<file path="src/rtl/pipe_rate_pkg.sv">
// Shared definitions for the PIPE pclk rate controller.
//   rate_state_e : controller FSM states
//   rate_width() : bits needed to encode a rate code (never less than 1)
//   RATE_125/RATE_250/RATE_500 : rate codes as seen on the PIPE rate request
package pipe_rate_pkg;

    typedef enum logic [2:0] {
        StIdle,
        StQualify,
        StGap,
        StSettle,
        StLockWait
    } rate_state_e;

    localparam logic [1:0] RATE_125 = 2'd0;
    localparam logic [1:0] RATE_250 = 2'd1;
    localparam logic [1:0] RATE_500 = 2'd2;

    function automatic int unsigned rate_width(input int unsigned rates);
        return (rates > 2) ? $clog2(rates) : 1;
    endfunction

endpackage

</file>
<file path="src/rtl/pipe_lane_sync.sv">
// Multi-flop synchroniser for an asynchronous bus into the control clock domain.
//   clk_i : destination clock
//   rst_i : synchronous active-high reset, loads RESET_VAL into every stage
//   d_i   : asynchronous input
//   q_o   : synchronised output, STAGES cycles behind d_i
// Each bit is treated independently; a multi-bit code may be seen torn for a
// cycle, which the consumer tolerates by requiring agreement over time.
module pipe_lane_sync #(
    parameter int unsigned      WIDTH     = 1,
    parameter int unsigned      STAGES    = 2,
    parameter logic [WIDTH-1:0] RESET_VAL = '0
) (
    input  logic             clk_i,
    input  logic             rst_i,
    input  logic [WIDTH-1:0] d_i,
    output logic [WIDTH-1:0] q_o
);

    (* ASYNC_REG = "TRUE", SHIFT_EXTRACT = "NO" *) logic [WIDTH-1:0] sync_q [STAGES];

    always_ff @(posedge clk_i) begin
        if (rst_i) begin
            for (int s = 0; s < STAGES; s++) begin
                sync_q[s] <= RESET_VAL;
            end
        end else begin
            sync_q[0] <= d_i;
            for (int s = 1; s < STAGES; s++) begin
                sync_q[s] <= sync_q[s-1];
            end
        end
    end

    assign q_o = sync_q[STAGES-1];

endmodule

</file>
<file path="src/rtl/pipe_pclk_rate_ctrl.sv">
// PIPE pclk rate controller: drives the one-hot select of the BUFGCTRL tree that
// forms pipe_pclk_in. Runs on the free-running sys_clk, never on the switched pclk.
//   sys_clk        : free-running control clock
//   sys_reset      : synchronous active-high reset
//   lane_rate_req  : per-lane requested rate code (async), lane i at [i*RW +: RW]
//   active_lanes   : lane participation mask; inactive lanes are ignored
//   mmcm_locked    : MMCM lock (async)
//   lock_lost_clr  : clears the sticky lock_lost flag
//   rate_sel       : one-hot BUFGCTRL select, all-zero only during the gap
//   cur_rate       : currently selected rate code
//   busy           : switching or recovering from lock loss
//   rate_done      : one-cycle pulse when a requested switch completes
//   lock_lost      : sticky lock-drop flag
//   bad_code       : sticky flag, an active lane requested an unsupported code
module pipe_pclk_rate_ctrl
    import pipe_rate_pkg::*;
#(
    parameter int unsigned LANES         = 8,
    parameter int unsigned RATES         = 2,
    parameter int unsigned SYNC_STAGES   = 2,
    parameter int unsigned QUAL_CYCLES   = 4,
    parameter int unsigned GAP_CYCLES    = 2,
    parameter int unsigned SETTLE_CYCLES = 8,
    localparam int unsigned RW           = rate_width(RATES)
) (
    input  logic                sys_clk,
    input  logic                sys_reset,
    input  logic [LANES*RW-1:0] lane_rate_req,
    input  logic [LANES-1:0]    active_lanes,
    input  logic                mmcm_locked,
    input  logic                lock_lost_clr,
    output logic [RATES-1:0]    rate_sel,
    output logic [RW-1:0]       cur_rate,
    output logic                busy,
    output logic                rate_done,
    output logic                lock_lost,
    output logic                bad_code
);

    localparam int unsigned CW = 16;
    localparam logic [CW-1:0]    QUAL_LAST  = CW'(QUAL_CYCLES - 1);
    localparam logic [CW-1:0]    GAP_LAST   = CW'(GAP_CYCLES);
    localparam logic [CW-1:0]    SETL_LAST  = CW'(SETTLE_CYCLES);
    localparam logic [CW-1:0]    LOCK_LAST  = CW'(SETTLE_CYCLES - 1);
    // One bit wider than a code so the range check never degenerates when
    // RATES is a power of two.
    localparam logic [RW:0]      RATE_LIM   = (RW+1)'(RATES);
    localparam logic [RATES-1:0] SEL_ONE    = RATES'(1);
    localparam logic [RW-1:0]    RATE_SAFE  = RW'(RATE_125);

    // ---------------------------------------------------------------------
    // Synchronisers
    // ---------------------------------------------------------------------
    logic [RW-1:0] req_sync [LANES];
    logic          lock_sync;

    for (genvar g = 0; g < LANES; g++) begin : g_lane_sync
        pipe_lane_sync #(
            .WIDTH     (RW),
            .STAGES    (SYNC_STAGES),
            .RESET_VAL ('0)
        ) u_lane_sync (
            .clk_i (sys_clk),
            .rst_i (sys_reset),
            .d_i   (lane_rate_req[g*RW +: RW]),
            .q_o   (req_sync[g])
        );
    end

    // Resets to "locked" so leaving reset does not itself look like a lock drop.
    pipe_lane_sync #(
        .WIDTH     (1),
        .STAGES    (SYNC_STAGES),
        .RESET_VAL (1'b1)
    ) u_lock_sync (
        .clk_i (sys_clk),
        .rst_i (sys_reset),
        .d_i   (mmcm_locked),
        .q_o   (lock_sync)
    );

    // ---------------------------------------------------------------------
    // Candidate agreement across active lanes
    // ---------------------------------------------------------------------
    logic [RW-1:0] cand;
    logic          cand_valid;
    logic          any_bad;
    logic          seen;
    logic          disagree;

    always_comb begin
        cand     = '0;
        any_bad  = 1'b0;
        seen     = 1'b0;
        disagree = 1'b0;
        for (int i = 0; i < LANES; i++) begin
            if (active_lanes[i]) begin
                if ({1'b0, req_sync[i]} >= RATE_LIM) begin
                    any_bad = 1'b1;
                end
                if (!seen) begin
                    cand = req_sync[i];
                    seen = 1'b1;
                end else if (req_sync[i] != cand) begin
                    disagree = 1'b1;
                end
            end
        end
        cand_valid = seen & ~disagree & ~any_bad;
    end

    // ---------------------------------------------------------------------
    // FSM and counters
    // ---------------------------------------------------------------------
    rate_state_e    state_q, state_d;
    logic [CW-1:0]  qcnt_q, qcnt_d;
    logic [CW-1:0]  gcnt_q, gcnt_d;
    logic [CW-1:0]  scnt_q, scnt_d;
    logic [CW-1:0]  lcnt_q, lcnt_d;
    logic [RW-1:0]  tgt_q, tgt_d;
    logic [RATES-1:0] rate_sel_q, rate_sel_d;
    logic [RW-1:0]  cur_rate_q, cur_rate_d;
    logic           busy_q, busy_d;
    logic           rate_done_q, rate_done_d;
    logic           lock_lost_q, lock_lost_d;
    logic           bad_code_q, bad_code_d;

    always_comb begin
        state_d     = state_q;
        qcnt_d      = qcnt_q;
        gcnt_d      = gcnt_q;
        scnt_d      = scnt_q;
        lcnt_d      = lcnt_q;
        tgt_d       = tgt_q;
        rate_sel_d  = rate_sel_q;
        cur_rate_d  = cur_rate_q;
        rate_done_d = 1'b0;
        bad_code_d  = bad_code_q | any_bad;
        // A coincident drop wins over the clear.
        lock_lost_d = (lock_lost_q & ~lock_lost_clr) | ~lock_sync;

        unique case (state_q)
            StIdle: begin
                if (cand_valid && (cand != cur_rate_q)) begin
                    tgt_d = cand;
                    if (QUAL_CYCLES == 1) begin
                        state_d    = StGap;
                        rate_sel_d = '0;
                        gcnt_d     = CW'(1);
                        qcnt_d     = '0;
                    end else begin
                        state_d = StQualify;
                        qcnt_d  = CW'(1);
                    end
                end
            end
            StQualify: begin
                if (cand_valid && (cand == tgt_q)) begin
                    if (qcnt_q == QUAL_LAST) begin
                        state_d    = StGap;
                        rate_sel_d = '0;
                        gcnt_d     = CW'(1);
                        qcnt_d     = '0;
                    end else begin
                        qcnt_d = qcnt_q + CW'(1);
                    end
                end else begin
                    state_d = StIdle;
                    qcnt_d  = '0;
                end
            end
            StGap: begin
                if (gcnt_q == GAP_LAST) begin
                    state_d    = StSettle;
                    rate_sel_d = SEL_ONE << tgt_q;
                    cur_rate_d = tgt_q;
                    gcnt_d     = '0;
                    scnt_d     = CW'(1);
                end else begin
                    gcnt_d = gcnt_q + CW'(1);
                end
            end
            StSettle: begin
                if (scnt_q == SETL_LAST) begin
                    state_d     = StIdle;
                    rate_done_d = 1'b1;
                    scnt_d      = '0;
                end else begin
                    scnt_d = scnt_q + CW'(1);
                end
            end
            StLockWait: begin
                // Only reached here with lock_sync high; a low cycle is handled
                // by the override below and restarts the count.
                if (lcnt_q == LOCK_LAST) begin
                    state_d = StIdle;
                    lcnt_d  = '0;
                end else begin
                    lcnt_d = lcnt_q + CW'(1);
                end
            end
            default: begin
                state_d = StIdle;
            end
        endcase

        // Lock loss overrides everything: park on the lowest rate and abort.
        if (!lock_sync) begin
            state_d     = StLockWait;
            rate_sel_d  = SEL_ONE << RATE_SAFE;
            cur_rate_d  = RATE_SAFE;
            qcnt_d      = '0;
            gcnt_d      = '0;
            scnt_d      = '0;
            lcnt_d      = '0;
            rate_done_d = 1'b0;
        end

        busy_d = (state_d != StIdle) && (state_d != StQualify);
    end

    always_ff @(posedge sys_clk) begin
        if (sys_reset) begin
            state_q     <= StIdle;
            qcnt_q      <= '0;
            gcnt_q      <= '0;
            scnt_q      <= '0;
            lcnt_q      <= '0;
            tgt_q       <= '0;
            rate_sel_q  <= SEL_ONE;
            cur_rate_q  <= '0;
            busy_q      <= 1'b0;
            rate_done_q <= 1'b0;
            lock_lost_q <= 1'b0;
            bad_code_q  <= 1'b0;
        end else begin
            state_q     <= state_d;
            qcnt_q      <= qcnt_d;
            gcnt_q      <= gcnt_d;
            scnt_q      <= scnt_d;
            lcnt_q      <= lcnt_d;
            tgt_q       <= tgt_d;
            rate_sel_q  <= rate_sel_d;
            cur_rate_q  <= cur_rate_d;
            busy_q      <= busy_d;
            rate_done_q <= rate_done_d;
            lock_lost_q <= lock_lost_d;
            bad_code_q  <= bad_code_d;
        end
    end

    assign rate_sel  = rate_sel_q;
    assign cur_rate  = cur_rate_q;
    assign busy      = busy_q;
    assign rate_done = rate_done_q;
    assign lock_lost = lock_lost_q;
    assign bad_code  = bad_code_q;

endmodule
</file>
<file path="config.mk">
export PLATFORM = sky130hd
export DESIGN_NAME = pipe_pclk_rate_ctrl
export DESIGN_NICKNAME = d
export VERILOG_FILES = /design/src/rtl/pipe_rate_pkg.sv /design/src/rtl/pipe_lane_sync.sv /design/src/rtl/pipe_pclk_rate_ctrl.sv
export SDC_FILE = /design/constraint.sdc
export NUM_CORES = 1
export LEC_CHECK = 0
export ABC_CLOCK_PERIOD_IN_PS = 6700
export CORE_MARGIN = 5
export CORE_UTILIZATION = 30
export CTS_BUF_LIST = sky130_fd_sc_hd__clkbuf_4 sky130_fd_sc_hd__clkbuf_8
export CTS_CLUSTER_DIAMETER = 60
export DETAILED_ROUTE_END_ITERATION = 10
export GPL_TIMING_DRIVEN = 0
export PLACE_DENSITY = 0.53
export SLEW_MARGIN = 10
export SYNTH_ARGS = -nofsm -noshare
export SYNTH_HDL_FRONTEND = slang
export SYNTH_SLANG_ARGS = --single-unit
export TNS_END_PERCENT = 20
</file>
<file path="constraint.sdc">
create_clock -name sys_clk -period 6.7 [get_ports sys_clk]
set_clock_uncertainty 0.2 [all_clocks]
set_input_delay 1.34 -clock sys_clk [delete_from_list [all_inputs] [get_ports sys_clk]]
set_output_delay 1.34 -clock sys_clk [all_outputs]
set_load 0.1 [all_outputs]
</file>
==> results of run 1 <==
metrics by stage:
step	hold slack (ns)	total power (W)	setup WS [ns]	util, %
2_1_floorplan	0.189	0.000624	2.42	-
3_3_place_gp	0.192	0.000652	1.64	33.9
3_5_place_dp	0.207	0.000653	1.58	33.9
4_1_cts	0.228	0.00104	2.00	35.3
5_1_grt	0.250	0.00107	1.78	35.3
6_report	0.222	0.00102	2.00	35.3
path summary, 6_finish.rpt:
kind                                                 startpoint                             endpoint  slack, ns  depth (start not counted)
max                                             active_lanes[1]              gcnt_q[10]$_SDFFE_PP0P_       2.00                         10
min                         u_lock_sync.sync_q[0][0]$_SDFF_PP1_  u_lock_sync.sync_q[0][1]$_SDFF_PP1_       0.22                          1
max reg2reg  g_lane_sync[2].u_lane_sync.sync_q[0][1]$_SDFF_PP0_              gcnt_q[10]$_SDFFE_PP0P_       3.58                          9
min reg2reg                 u_lock_sync.sync_q[0][0]$_SDFF_PP1_  u_lock_sync.sync_q[0][1]$_SDFF_PP1_       0.22                          1
synth_stat cells (3+ instances only):
library cell | n | area (um^2)
inv_1 | 9 | 33.8
o211ai_1 | 5 | 37.5
a311oi_1 | 5 | 43.8
nor3_1 | 16 | 80.1
dfxtp_1 | 92 | 1840
a31oi_1 | 9 | 56.3
o21a_1 | 4 | 30.0
and3_1 | 24 | 150
xor2_1 | 30 | 263
nor2_1 | 71 | 267
and2_1 | 6 | 37.5
a21oi_1 | 38 | 190
ha_1 | 6 | 75.1
nand2b_1 | 5 | 31.3
a211oi_1 | 4 | 30.0
nor2b_1 | 18 | 113
nand4_1 | 18 | 113
nand3b_1 | 9 | 67.6
or2_2 | 3 | 18.8
buf_2 | 3 | 15.0
nand3_1 | 16 | 80.1
nor4_1 | 6 | 37.5
o21ai_1 | 12 | 60.1
clkbuf_1 | 15 | 56.3
nor3b_1 | 3 | 22.5
nor4b_1 | 6 | 52.6
o21ai_0 | 27 | 135
nand2_1 | 41 | 154
cell type report:
type                       instances  area [um^2]  share of cell area (%)
buffer                            19         78.8                    1.54
clock buffer                      12          153                    2.97
clock inverter                     4         48.8                   0.951
sequential                        92         1840                    35.9
tap                              184          230                    4.48
multi-input combinational        417         2500                    48.6
inverter                           9         33.8                   0.658
timing repair buffer              25          250                    4.87
report_power, final:
part / leakage, nW / total [W] / internal [W] / switching (W)
Sequential: 0.745 / 0.000559 / 0.000554 / 0.00000486
Clock: 0.107 / 0.000383 / 0.000191 / 0.000192
Combinational: 0.980 / 0.0000808 / 0.0000337 / 0.0000471
logic make-up after synthesis:
group	synth area share [%]
buf+inv	2.53
other cells	0.0842
xor+xnor	6.30
mux	0.787
flops	41.4
compound gates	17.2
simple gates	30.1
fa+ha+maj	1.69
routing by layer:
layer  GRT usage (%)  wire, um  vias up
li1                -         -     1988
met1            15.1      4830     1818
met2            19.2      4590       51
met3            2.79       315       11
met4            4.69       174        0
met5               0         0        -
sequential cells by signal, indices dropped and copies added, names as in the netlist:
| signal | flops |
|---|---|
| g_lane_sync.u_lane_sync.sync_q | 16 |
| gcnt_q | 16 |
| lcnt_q | 16 |
| qcnt_q | 16 |
| scnt_q | 16 |
| state_q | 3 |
| rate_sel | 2 |
| u_lock_sync.sync_q | 2 |
| busy | 1 |
| cur_rate | 1 |
| lock_lost | 1 |
| rate_done | 1 |
| tgt_q | 1 |
critical path, cell delays in order:
cell	delay (ns)
clkdlybuf4s50_1	0.49
or4_4	0.61
or3b_4	0.43
o21ai_1	0.18
mux2_4	0.36
or3_4	0.41
o31a_1	0.44
buf_2	0.25
o21ai_1	0.15
a21oi_1	0.07
==> results.cfg, run 1 <==
[grt]
gr-usage-all-layers_pct = 11.8
antenna_found_initial = 0
grt_first_pass_wirelength_mm = 17.3
grt.overflow.total = 0
grt_max_degree = 15
first_global_vias = 3702

[layout]
fillerInstances = 1555
n_antenna_cell = 0
final_common_cell = dfxtp_1
area_growth_pct = 15.3
finalNonFillerCells = 762
post_route_cells_drive_above_1_share_pct = 6.23
final_cell_mix = 92 x dfxtp_1, 71 x nor2_1, 41 x nand2_1, 38 x a21oi_1, 30 x xor2_1
layout.nets = 599
final_cell_area_um2 = 5130

[die]
die-area_um2 = 17400
fp-row-count = 44
coreArea_um2 = 14500
die_y_um = 132
fp.dieW_um = 132
io_pins = 27
initial_core_util_pct = 30.6

[route]
detail-route-antenna-nets = 0
first_iter_violations = 274
avgRoutedWirePerCell_um = 13.0
drt-total-wl_mm = 9.90
vias_per_cell = 5.08
firstDrtPassIters = 5
via_count = 3868
drc = 0

[timing]
totalNegativeSetupSlack_ns = 0
hold_violations = 0
tightest_slew_ns = 0.972
min_period_ns = 4.70
relSlewSlack_pct = 35.0
achievable-frequency_mhz = 213
finalSetupViolCount = 0
slew_violations = 0
min_period_over_period_pct = 70.2
rsz0062_at_grt = no

[worst_setup_path]
worstSetupPathType = in2reg
cp.required_ns = 6.73
worst_setup_path_end_kind = flip-flop
worstPathArrival_ns = 4.74
start_kind = primary input
cp_max_fo = 10

[clocking]
clock-root-buffer = clkbuf_8
clock_tree.buffer_depth = 2
ctsHoldBuffers = 0
cts_setup_buffers = 0
cts_buffers = 9
worstSkewPairLatency_ns = 0.37
cts_tree = done
htree_levels = 3
cts_resized = 0
cts.clk_slew.worst_paths_ns = 0.08
clock-sinks = 92

[logic_synthesis]
syn_inst = 537
synth_seq_area_share_pct = 41.4
async_reset_ff_share_pct = 0
synthFlopType = dfxtp_1
yosysWarningCount = 0
synth_nets = 563
ys_ff_latch = 92
synth_edf_count = 0
syn_area_per_cell_um2 = 8.29
syn_area_um2 = 4450
ys_types = 58

[placement]
dp_hpwl_mm = 7.12
port_buffers = 25
placed_cell_area_um2 = 4930
dp_cells = 746
routabilityCongestion = 0.831

[flow_run]
drv_cap = 0

[status]
outcome = completed

[worst_hold_path]
holdCritPathClass = reg2reg

[power_and_ir_drop]
ir_drop_mv = 0.0910
power_density_nw_per_um2 = 199
p_leak_nw = 1.83
Power figures use the tool's default switching activity.
==> run 2, diff against run 1 <==
- ABC_CLOCK_PERIOD_IN_PS: 6700 -> 3950
- PLACE_DENSITY: 0.53 -> 0.55
- clock period: 6.7 -> 3.95 ns (I/O delays scaled with it)
==> results.cfg, run 2 (synthesized netlist as in run 1, its figures left out) <==
[worst_setup_path]
critical_path_buf_inv_count = 2
cpMaxStageDelayCell = or4_4
path_cells = dlymetal6s2s_1 -> or4_4 -> or3b_4 -> o21ai_2 -> mux2_4 -> or3_4 -> o31a_1 -> buf_4 -> o21ai_1 -> a21oi_1
worst_setup_path_end_kind = flip-flop
start_kind = primary input
crit_family = simple AND/OR/NAND/NOR gates
worstSetupPathDepth = 10
cp_max_fo = 10
r2r_cells = 9
slowest_delay_ns = 0.57
worstPathArrival_ns = 3.64
cp.required_ns = 3.98
worstSetupPathType = in2reg

[die]
die_y_um = 132
fp-row-count = 44
fp.dieW_um = 132
initial_core_util_pct = 30.6
io_pins = 27
coreArea_um2 = 14500
die-area_um2 = 17400

[route]
via_count = 3879
detail-route-antenna-nets = 0
first_iter_violations = 150
vias_per_cell = 5.08
drt-total-wl_mm = 10.0
avgRoutedWirePerCell_um = 13.2
firstDrtPassIters = 4
drc = 0

[timing]
tightest_slew_ns = 0.972
rsz0062_at_grt = no
achievable-frequency_mhz = 277
min_period_ns = 3.61
finalSetupViolCount = 0
hold_violations = 0
relSlewSlack_pct = 35.0
slew_violations = 0
min_period_over_period_pct = 91.5

[clocking]
cts_buffers = 9
clock_tree.buffer_depth = 2
ctsHoldBuffers = 0
clock-sinks = 92
clock-root-buffer = clkbuf_8
htree_levels = 3
worstSkewPairLatency_ns = 0.37
cts_tree = done
cts.clk_slew.worst_paths_ns = 0.08

[grt]
grt_first_pass_wirelength_mm = 17.4
antenna_found_initial = 0
gr-usage-all-layers_pct = 11.8
grt_max_degree = 14
grt.overflow.total = 0
first_global_vias = 3759

[power_and_ir_drop]
combPwrFrac_pct = 8.1
ir_drop_mv = 0.162
power_frac_seq_pct = 54.7
pwr-share-clk_pct = 37.2
power_density_nw_per_um2 = 335
p_total_w = 0.00173
p_sw_w = 0.000409
p_sw_share_pct = 23.6
intPower_w = 0.00132
p_leak_nw = 1.88

[layout]
post_route_cells_drive_above_1_share_pct = 6.74
area_growth_pct = 16.3
layout.nets = 602
fillerInstances = 1555
n_antenna_cell = 0
final_common_cell = dfxtp_1
final_cell_mix = 92 x dfxtp_1, 71 x nor2_1, 41 x nand2_1, 38 x a21oi_1, 30 x xor2_1
register_area_um2 = 1840
multi_input_area_um2 = 2510
finalNonFillerCells = 763

[placement]
dp_cells = 746
port_buffers = 25
routabilityCongestion = 0.830
dp_hpwl_mm = 7.20

[status]
outcome = completed

[worst_hold_path]
holdCritPathClass = reg2reg
hold_path_depth = 1

[flow_run]
drv_cap = 0
run 2: cell count changes in the layout (fill, tap and decap cells not counted), moves of 2 or more:
| cell | delta |
|---|---|
| clkdlybuf4s50_1 | -4 |
| o21ai_1 | +2 |
| dlymetal6s2s_1 | +4 |
| buf_4 | +5 |
| buf_2 | -2 |
| o21ai_0 | -4 |
| o21ai_2 | +2 |
run 2: power groups by stage:
stage          sequential [W]  combinational (W)  clock [W]
6_report             0.000947           0.000140   0.000645
3_3_place_gp         0.000969           0.000136          0
3_5_place_dp         0.000969           0.000139          0
5_1_grt              0.000950           0.000155   0.000703
2_1_floorplan        0.000974          0.0000846          0
4_1_cts              0.000948           0.000141   0.000667
run 2: cell type report:
type | instances | share of cell area [%]
plain buffers | 19 | 1.62
clock buffers | 12 | 3.07
clock inverters | 2 | 0.677
inverters | 9 | 0.652
multi-input cells | 417 | 48.5
flip-flops and latches | 92 | 35.6
well taps | 184 | 4.45
repair buffers | 28 | 5.46
run 2: per-layer routing:
layer | up-vias | global-route usage [%] | wire [um]
met5 | - | 0 | 0
met4 | 0 | 4.46 | 183
met3 | 14 | 3.21 | 325
met2 | 54 | 19.2 | 4620
met1 | 1818 | 14.9 | 4900
li1 | 1993 | - | -
run 2: worst reg2reg max path: cells and delay by family (launching register included):
kind | cells | cell delay, ns
AOI/OAI and AO/OA | 5 | 1.13
and+or+nand+nor | 2 | 0.63
DFF | 1 | 0.34
muxes | 1 | 0.34
buffers and inverters | 1 | 0.20
run 2: worst paths after layout:
check / to / slack [ns] / start
worst min-delay path: u_lock_sync.sync_q[0][1]$_SDFF_PP1_ / 0.22 / u_lock_sync.sync_q[0][0]$_SDFF_PP1_
worst max register to register: gcnt_q[11]$_SDFFE_PP0P_ / 0.97 / g_lane_sync[2].u_lane_sync.sync_q[0][1]$_SDFF_PP0_
worst min register to register: u_lock_sync.sync_q[0][1]$_SDFF_PP1_ / 0.22 / u_lock_sync.sync_q[0][0]$_SDFF_PP1_
worst max-delay path: gcnt_q[11]$_SDFFE_PP0P_ / 0.34 / active_lanes[1]
run 2: through the flow:
step                hold WS, ns  setup WS (ns)  TNS (ns)  util (%)  area, um^2
CTS                       0.221         0.0248         0      35.5        5150
finish                    0.217          0.337         0      35.6        5180
floorplan                 0.189          0.218         0         -        4450
global route              0.249          0.243         0      35.6        5180
global placement          0.191         -0.557    -16.62      33.9        4930
detailed placement        0.199         -0.597    -17.68      33.9        4930
run 2: repair_timing:
action,CTS,global route
setup endpoints to repair,28,26
resized for setup,4,9
pin swaps,2,3
setup buffers,2,1
